$ cat config.mk
export PLATFORM = sky130hd
export DESIGN_NAME = and_ff_arbiter
export DESIGN_NICKNAME = d
export VERILOG_FILES = /design/src/rtl/and_ff_arb_pkg.sv /design/src/rtl/and_ff_arbiter_rr_pick.sv /design/src/rtl/and_ff_arbiter.sv
export SDC_FILE = /design/constraint.sdc
export NUM_CORES = 1
export LEC_CHECK = 0
export ABC_AREA = 1
export BUFFER_PORTS_ARGS = -buffer_cell sky130_fd_sc_hd__buf_2
export CORE_MARGIN = 2
export CORE_UTILIZATION = 31
export CTS_BUF_LIST = sky130_fd_sc_hd__clkbuf_8
export DETAILED_ROUTE_END_ITERATION = 6
export SYNTH_ARGS = -nofsm -noshare
export SYNTH_HDL_FRONTEND = slang
export SYNTH_SLANG_ARGS = --single-unit
$ cat constraint.sdc
create_clock -name clk -period 2.7 [get_ports clk]
set_input_delay 0 -clock clk [delete_from_list [all_inputs] [get_ports clk]]
set_output_delay 0 -clock clk [all_outputs]
set_load 0.02 [all_outputs]
$ cat src/rtl/and_ff_arb_pkg.sv
// Shared types and helpers for the and_ff round-robin arbiter.
// Imported by the picker and the top-level controller.
package and_ff_arb_pkg;

    typedef enum logic [1:0] {
        IDLE  = 2'd0,
        ISSUE = 2'd1,
        WAIT  = 2'd2
    } state_t;

    localparam int NUM_REQ_DEF = 4;

    // Index width for a requester count, at least one bit.
    function automatic int idx_w(input int n);
        return (n > 1) ? $clog2(n) : 1;
    endfunction

    localparam int IDX_W = idx_w(NUM_REQ_DEF);

endpackage

$ cat src/rtl/and_ff_arbiter_rr_pick.sv
// Round-robin picker: first set request at or after ptr,
// wrapping modulo N. Purely combinational.
module rr_pick
    import and_ff_arb_pkg::*;
#(
    parameter int N  = NUM_REQ_DEF,
    parameter int IW = idx_w(NUM_REQ_DEF)
) (
    input  logic [N-1:0]  i_req,
    input  logic [IW-1:0] i_ptr,
    output logic [N-1:0]  o_oh,
    output logic [IW-1:0] o_idx,
    output logic          o_any
);

    logic [IW-1:0] w_k;

    // Scan from the pointer, keep the first hit.
    always_comb begin
        o_oh  = '0;
        o_idx = '0;
        o_any = 1'b0;
        w_k   = '0;
        for (int i = 0; i < N; i++) begin
            w_k = IW'((int'(i_ptr) + i) % N);
            if (!o_any && i_req[w_k]) begin
                o_any      = 1'b1;
                o_idx      = w_k;
                o_oh[w_k]  = 1'b1;
            end
        end
    end

endmodule

$ cat src/rtl/and_ff_arbiter.sv
// Shares one registered AND unit among NUM_REQ requesters,
// one transaction at a time, with round-robin fairness.
module and_ff_arbiter
#(
    parameter int NUM_REQ = 4,
    parameter int CNT_W   = 16
) (
    input  logic               clk,
    input  logic               rst,
    input  logic [NUM_REQ-1:0] req,
    input  logic [NUM_REQ-1:0] req_a,
    input  logic [NUM_REQ-1:0] req_b,
    output logic [NUM_REQ-1:0] gnt,
    output logic [NUM_REQ-1:0] rsp_valid,
    output logic               rsp_z,
    output logic               busy,
    output logic               ff_enable,
    output logic               ff_a,
    output logic               ff_b,
    input  logic               ff_z,
    output logic [CNT_W-1:0]   done_cnt
);
    import and_ff_arb_pkg::*;

    localparam int IW = idx_w(NUM_REQ);

    state_t             r_state;
    logic [IW-1:0]      r_ptr;
    logic [NUM_REQ-1:0] r_sel;
    logic               r_ff_en;
    logic               r_ff_a;
    logic               r_ff_b;
    logic [NUM_REQ-1:0] r_rsp_valid;
    logic               r_rsp_z;
    logic [CNT_W-1:0]   r_cnt;

    logic [NUM_REQ-1:0] w_oh;
    logic [IW-1:0]      w_idx;
    logic               w_any;
    logic [IW-1:0]      w_ptr_nxt;

    rr_pick #(
        .N  (NUM_REQ),
        .IW (IW)
    ) u_pick (
        .i_req (req),
        .i_ptr (r_ptr),
        .o_oh  (w_oh),
        .o_idx (w_idx),
        .o_any (w_any)
    );

    // Pointer moves just past the winner, wrapping at the top.
    assign w_ptr_nxt = (w_idx == IW'(NUM_REQ - 1)) ?
                       '0 : w_idx + IW'(1);

    // Grant only in IDLE and never while reset is asserted.
    assign gnt = (!rst && r_state == IDLE) ? w_oh : '0;

    assign busy      = (r_state != IDLE);
    assign ff_enable = r_ff_en;
    assign ff_a      = r_ff_a;
    assign ff_b      = r_ff_b;
    assign rsp_valid = r_rsp_valid;
    assign rsp_z     = r_rsp_z;
    assign done_cnt  = r_cnt;

    // Transaction FSM, operand issue, response capture, counter.
    always_ff @(posedge clk) begin
        if (rst) begin
            r_state     <= IDLE;
            r_ptr       <= '0;
            r_sel       <= '0;
            r_ff_en     <= 1'b0;
            r_ff_a      <= 1'b0;
            r_ff_b      <= 1'b0;
            r_rsp_valid <= '0;
            r_rsp_z     <= 1'b0;
            r_cnt       <= '0;
        end else begin
            r_rsp_valid <= '0;
            unique case (r_state)
                IDLE: begin
                    if (w_any) begin
                        r_sel   <= w_oh;
                        r_ff_a  <= req_a[w_idx];
                        r_ff_b  <= req_b[w_idx];
                        r_ff_en <= 1'b1;
                        r_ptr   <= w_ptr_nxt;
                        r_state <= ISSUE;
                    end
                end
                ISSUE: begin
                    r_ff_en <= 1'b0;
                    r_state <= WAIT;
                end
                WAIT: begin
                    r_rsp_z     <= ff_z;
                    r_rsp_valid <= r_sel;
                    if (r_cnt != '1)
                        r_cnt <= r_cnt + CNT_W'(1);
                    r_state <= IDLE;
                end
                default: r_state <= IDLE;
            endcase
        end
    end

endmodule
* After elaboration in Yosys (flattened, before gate mapping)
Index checks and enable logic that the tools add are counted.
W data, S select, Z words.
** Operators by class
- Muxes and demuxes :: 38
- $mul :: 0
- $add $sub $neg :: 5
- Reductions and logical operators :: 19
- Magnitude comparators :: 9
- Equality and inequality tests :: 5
- Bitwise operators :: 4
- Div/mod/pow operators :: 0
- Shift operators :: 0
** Operators by type and width (count)
- $mux W4 :: 5
- $add A16 B1 Y16 const B :: 1
- $ne A16 B16 Y1 const B :: 1
- $lt A2 B3 Y1 const B :: 5
- $mux W1 :: 15
- $bmux W1 S2 :: 6
- $mux W2 :: 6
- $or A4 B4 Y4 :: 3
- $demux W1 S2 :: 4
- $ge A2 B1 Y1 const B :: 4
- $logic_and A1 B1 Y1 :: 8
- $reduce_and A2 Y1 :: 3
- $add A2 B1 Y2 const B :: 2
- $add A2 B2 Y2 const B :: 2
- $eq A2 B2 Y1 const B :: 2
- $logic_not A1 Y1 :: 4
- $pmux W2 S2 :: 1
- $reduce_bool A2 Y1 :: 2
- $eq A2 B1 Y1 const B :: 1
- $logic_not A2 Y1 :: 1
- $ne A2 B1 Y1 const B :: 1
- $pmux W1 S2 :: 1
- $reduce_or A2 Y1 :: 1
- $not A1 Y1 :: 1
** Storage, ports and cells
- Flip-flop bits (word level) :: 32
- Input port bits :: 15
- Memories :: 0
- Memory bits (read-only) :: 0
- Memory bits (writable) :: 0
- Logic and storage cells :: 89
- Latch bits :: 0
- Output and inout port bits :: 29

* Logic depth before layout (Yosys ltp)
- Depth in word-level cells :: 14
- Mapped depth :: 15
- Gate-level depth less buffers :: 14

* Modules after synthesis
From an unflattened synthesis, not the netlist that was laid out.
** Unflattened totals
- Cells, all modules :: 313
- Area total of the unflattened synthesis :: 2035.7 um2
** By module, submodules not included
- and_ff_arbiter :: sequential area each 640.6 um2, instances 1, cells each 239, area an instance 1595.3 um2
- rr_pick :: sequential area each 0.0 um2, instances 1, cells each 74, area an instance 440.4 um2

* Least setup slack after synthesis
OpenSTA, ideal clock, no wires.
- Path type :: reg-to-reg
- Start point :: register r_ptr[1]
- End point :: register r_sel[1]
- Cell stages (with the launch flop) :: 12
- Library setup time :: 0.117 ns
- Required time :: 2.583 ns
- Period minus slack after synthesis :: 1.958 ns
- Buffers on the path :: 0
- Arrival :: 1.841 ns
- Slack :: 0.742 ns
- Cells stage by stage :: dfxtp_1 -> inv_2 -> ha_1 -> inv_1 -> nand3_2 -> nand2_4 -> nand3_2 -> or2_4 -> nand2_4 -> inv_4 -> o21ai_1 -> nor2_1
** On the way
- Longest elaborated chain between the ends :: 13
- Elaborated cells between the ends (all ways) :: 49
- Those cells by class :: add/sub: 3; order compare: 8; mux: 24; bitwise: 3; reduce/logical: 11
** RTL lines
- from (decl) :: RTL line and_ff_arbiter.sv:28 : logic [IW-1:0] r_ptr;
- from (signal assigned) :: RTL line and_ff_arbiter.sv:89 : r_ptr <= w_ptr_nxt;
- branches (longest 13 deep; another with $lt A2 B3 Y1)
- to (signal assigned) :: RTL line and_ff_arbiter.sv:85 : r_sel <= w_oh;
- to (decl) :: RTL line and_ff_arbiter.sv:29 : logic [NUM_REQ-1:0] r_sel;
Several ways; the timed one is not identified. The select of a mux whose other input is x is not followed.
A chain may end at the register's enable or synchronous reset.

* Worst setup path in the final report
- Start point :: register r_ptr[0]
- End point :: output port gnt[0]
** On the way
- Longest elaborated chain between the ends :: 13
- Elaborated cells between the ends (all ways) :: 48
- Those cells by class :: add/sub: 3; order compare: 8; mux: 24; bitwise: 3; reduce/logical: 10
** RTL lines
- branches (longest 11 deep; another with $lt A2 B3 Y1)
- $mux W4 * :: RTL line and_ff_arbiter_rr_pick.sv:26 : if (!o_any && i_req[w_k]) begin
- $mux W4 * :: RTL line and_ff_arbiter.sv:58 : assign gnt = (!rst && r_state == IDLE) ? w_oh : '0;
- to (decl) :: RTL line and_ff_arbiter.sv:13 : output logic [NUM_REQ-1:0] gnt,
Mark *: on every way between the ends. The select of a mux whose other input is x is not followed.

==> summary by stage <==
Synth
The unique cell type count in the Yosys netlist is 33. Counting flops with a built-in enable in the synthesized netlist gives 0. After synthesis, flip-flops and latches occupy 30.6% of the total area. The fraction of synthesis flops using an asynchronous set or reset pin is 0%. The most used flip-flop cell after synthesis is sky130_fd_sc_hd__dfxtp_1. The Yosys step of the flow raised 0 warnings. The average cell area after synthesis is 6.88 um^2. Synthesis handed over a netlist of 304 instances. After synthesis the cells add up to 2090 um^2. Synthesis inferred 32 register bits. When the netlist entered floorplanning its net count stood at 326.

Clock network
For the worst-skew pair, the clock arrives at the later sink with an insertion delay of 290 ps. The root buffer cell chosen for the clock tree is sky130_fd_sc_hd__clkbuf_8. The number of buffers on the longest clock path is 2.

The clock net in this run drives a total of 32 sinks. The post-CTS clock slew at the launch and capture registers of the worst setup and hold paths is 80 ps. TritonCTS built the clock tree. The post-cts repair resize count is 0. The number of CTS-inserted buffers is 5.

CTS built an H-tree with a depth of 2.

Global route
The first global-routing pass estimated 8.51 mm of wire. The total overflow left after global routing is 0. The number of global-route vias before repair is 1955. For this run, the total global-route usage over all layers was measured as 14.2%. The number of antenna violations at the first check in global routing is 0. Entering global routing, the biggest net connects 17 pins.

Setup path
The nature of the critical path endpoint is an output port. The worst setup path category is flip-flop to output port. The library cell appearing most often on the critical path is sky130_fd_sc_hd__inv_1. In this design, the stage delay of the slowest critical-path cell is 400 ps. The largest individual stage delay along the critical path comes from the cell sky130_fd_sc_hd__dfxtp_1. The number of cells on the worst reg-to-reg path is 11. The signal arrival time at the worst endpoint is 2350 ps. The worst setup path is launched from a flip-flop. Data on the critical path is required at its endpoint by 2700 ps. The signal on the critical path passes through inv_6 > ha_1 > inv_1 > nand3_2 > nand2_4 > nor2_4 > a22oi_1 > o21ai_0 > a21oi_1 > nand2b_1 > inv_1 > buf_2. Along the worst path, the maximum fanout reaches 9.

Finish
The number of antenna diodes in the final layout is 0. Relative to the synthesized area, the layout overhead comes to 20.0%. The area occupied by registers is 641 um^2. The area of combinational cells with multiple inputs is 1200 um^2. After filler insertion, the fill cell instance count of the layout stands at 704. The post-route netlist has 24.6% of its cells at a drive strength greater than 1. The most common cell after layout, fill and taps aside is sky130_fd_sc_hd__nand2_1. Leaving out fill and tap cells, the most frequent cells in the layout are 69 x sky130_fd_sc_hd__nand2_1, 46 x sky130_fd_sc_hd__inv_1, 43 x sky130_fd_sc_hd__buf_2, 32 x sky130_fd_sc_hd__dfxtp_1.

The number of nets at the end of the flow is 375. The number of non-filler instances in the completed layout is 431.

Timing
The number of max-slew violations in the final report is 0. The final-layout worst hold slack is 56.5 ps. The clock period could shrink to 2350 ps. The final setup violation count is 0. Timing would allow up to 426 MHz. The normalized max-slew margin is 69.1%.

At the pin with the least slew margin, the transition time is 464 ps. Setup repair after global routing left no endpoint under its margin. The worst path uses 86.9% of the clock period. The clock tree skew after final layout is 8.47 ps. The final number of hold-violating endpoints is 0. For the final routed database, the setup TNS stands at 0 ps.

Routing
In the routed design, unresolved DRC markers number 0. In this run the remaining antenna-violating nets after routing total 0. The routed wire length is 4.89 mm. The iteration count of the initial detailed-routing pass is 4. The detailed router finished its first iteration with 79 violations. The count of vias placed by the detailed router is 2034.

The mean routed wirelength per cell is 11.3 um. The via count normalized by instance count is 4.72.

Floorplanning
The total die area is 7420 um^2. Pin placement for this block handled 44 I/O pins. The floorplan step set the die width to 86.1 um. Measured along the y axis, the die boundary spans 86.1 um. The starting density of the core is 32.6%.

The core region is 6420 um^2. The number of standard-cell rows in the floorplan is 29.

Power
The power density normalized to cell area is 935 nW/um^2. Per report_power, the combinational group accounts for 54.2% of the total. The maximum resistive drop on vdd is 0.000449 V. The power share of the clock group is 20.3%.

The internal portion of the total power is 0.00125 W. In this run the power spent charging and discharging nets is 0.00109 W. In this run switching power makes up 46.6% of total power.

In this run, flip-flops and latches consume 25.4% of the power. For this design the static power due to leakage is 1.18 nW.

Placed design
The routability congestion estimate is 0.903. Summed over all nets, the half-perimeter wirelength after detailed placement is 3.87 mm. Once placement completed, the tool counted placed cells totaling 422.

Input and output buffers added on the ports amount to 43.

Run status
The run finished with clean final reports.

Hold path
The class of the worst hold path is input port to flip-flop. The number of cells on the worst hold path is 2.

Run
The max-capacitance violation count is 0.
critical path: cells and delay by family (launching register included):
family          cells  cell delay [ps]
simple gates        4              450
buf+inv             4              370
compound gates      3              480
fa+ha+maj           1              360
flops               1              400
power by group through the flow:
stage / sequential, W / clock [W] / combinational [W]
2_1_floorplan: 0.000646 / 0 / 0.000971
3_3_place_gp: 0.000608 / 0 / 0.00125
3_5_place_dp: 0.000608 / 0 / 0.00127
4_1_cts: 0.000598 / 0.000489 / 0.00128
5_1_grt: 0.000608 / 0.000508 / 0.00144
6_report: 0.000597 / 0.000477 / 0.00127
kinds of logic after synthesis:
logic type / share of synthesized area (%)
AOI/OAI and AO/OA: 11.3
xor gates and xnor gates: 4.19
adders and majority gates: 4.19
buffers and inverters: 11.8
DFF: 30.6
and+or+nand+nor: 37.9
what timing repair did:
item	4_1_cts	5_1_grt
endpoints found under the hold margin	1	0
buffers inserted	0	0
hold buffers	1	0
worst paths after layout:
kind / start / to / slack [ps]
setup / recovery: r_ptr[0] / gnt[0] / 350
hold / removal: rst / done_cnt[12] / 60
setup reg to reg: r_ptr[0] / ff_a / 680
hold reg to reg: r_sel[1] / rsp_valid[1] / 440
area by class of cell:
type | instances | area share, %
clock buffer | 5 | 2.74
clock inverter | 3 | 1.85
inverter | 52 | 8.18
multi-input combinational | 215 | 48.0
sequential | 32 | 25.5
tap | 77 | 3.84
timing repair buffer | 47 | 9.88
flip-flops by register name (all words and copies together) (netlist names):
signal	count
ff_enable	1
rsp_valid	4
r_sel	4
rsp_z	1
done_cnt	16
r_state	2
ff_b	1
r_ptr	2
ff_a	1
per-layer routing:
layer	GRT usage [%]	up-vias	part of all wire, %
met1	17.3	895	46
li1	-	1065	-
met4	6.06	0	2.4
met3	3.85	13	6.2
met2	23.4	61	46
met5	0	-	0
synth_stat cells, types with 3 or more instances:
cell type                 instances  share of area, %
sky130_fd_sc_hd__dfxtp_1         32                31
sky130_fd_sc_hd__inv_1           46               8.3
sky130_fd_sc_hd__nand2_1         69                12
sky130_fd_sc_hd__inv_2            3              0.54
sky130_fd_sc_hd__a21oi_2          3               1.3
sky130_fd_sc_hd__nor3_1          10               2.4
sky130_fd_sc_hd__o21ai_0         11               2.6
sky130_fd_sc_hd__nand2_2          6               1.8
sky130_fd_sc_hd__a22oi_1          3               1.1
sky130_fd_sc_hd__xor2_1           8               3.4
sky130_fd_sc_hd__nand3_1         24               5.7
sky130_fd_sc_hd__a21oi_1         19               4.5
sky130_fd_sc_hd__nand2_4          6               3.2
sky130_fd_sc_hd__nor2_1          24               4.3
sky130_fd_sc_hd__nand3_2          6               2.9
sky130_fd_sc_hd__ha_1             7               4.2
sky130_fd_sc_hd__o21ai_1          4              0.96
sky130_fd_sc_hd__buf_6            3               1.6
through the flow:
step           utilization, %  cell area [um^2]  setup slack, ps  total power [W]
2_1_floorplan               -              2090              742          0.00162
3_3_place_gp             37.1              2380              708          0.00186
3_5_place_dp             37.1              2380              680          0.00188
4_1_cts                  39.1              2510              347          0.00236
5_1_grt                  39.1              2510              167          0.00255
6_report                 39.1              2510              354          0.00235
(Power assumes the default switching activity.)
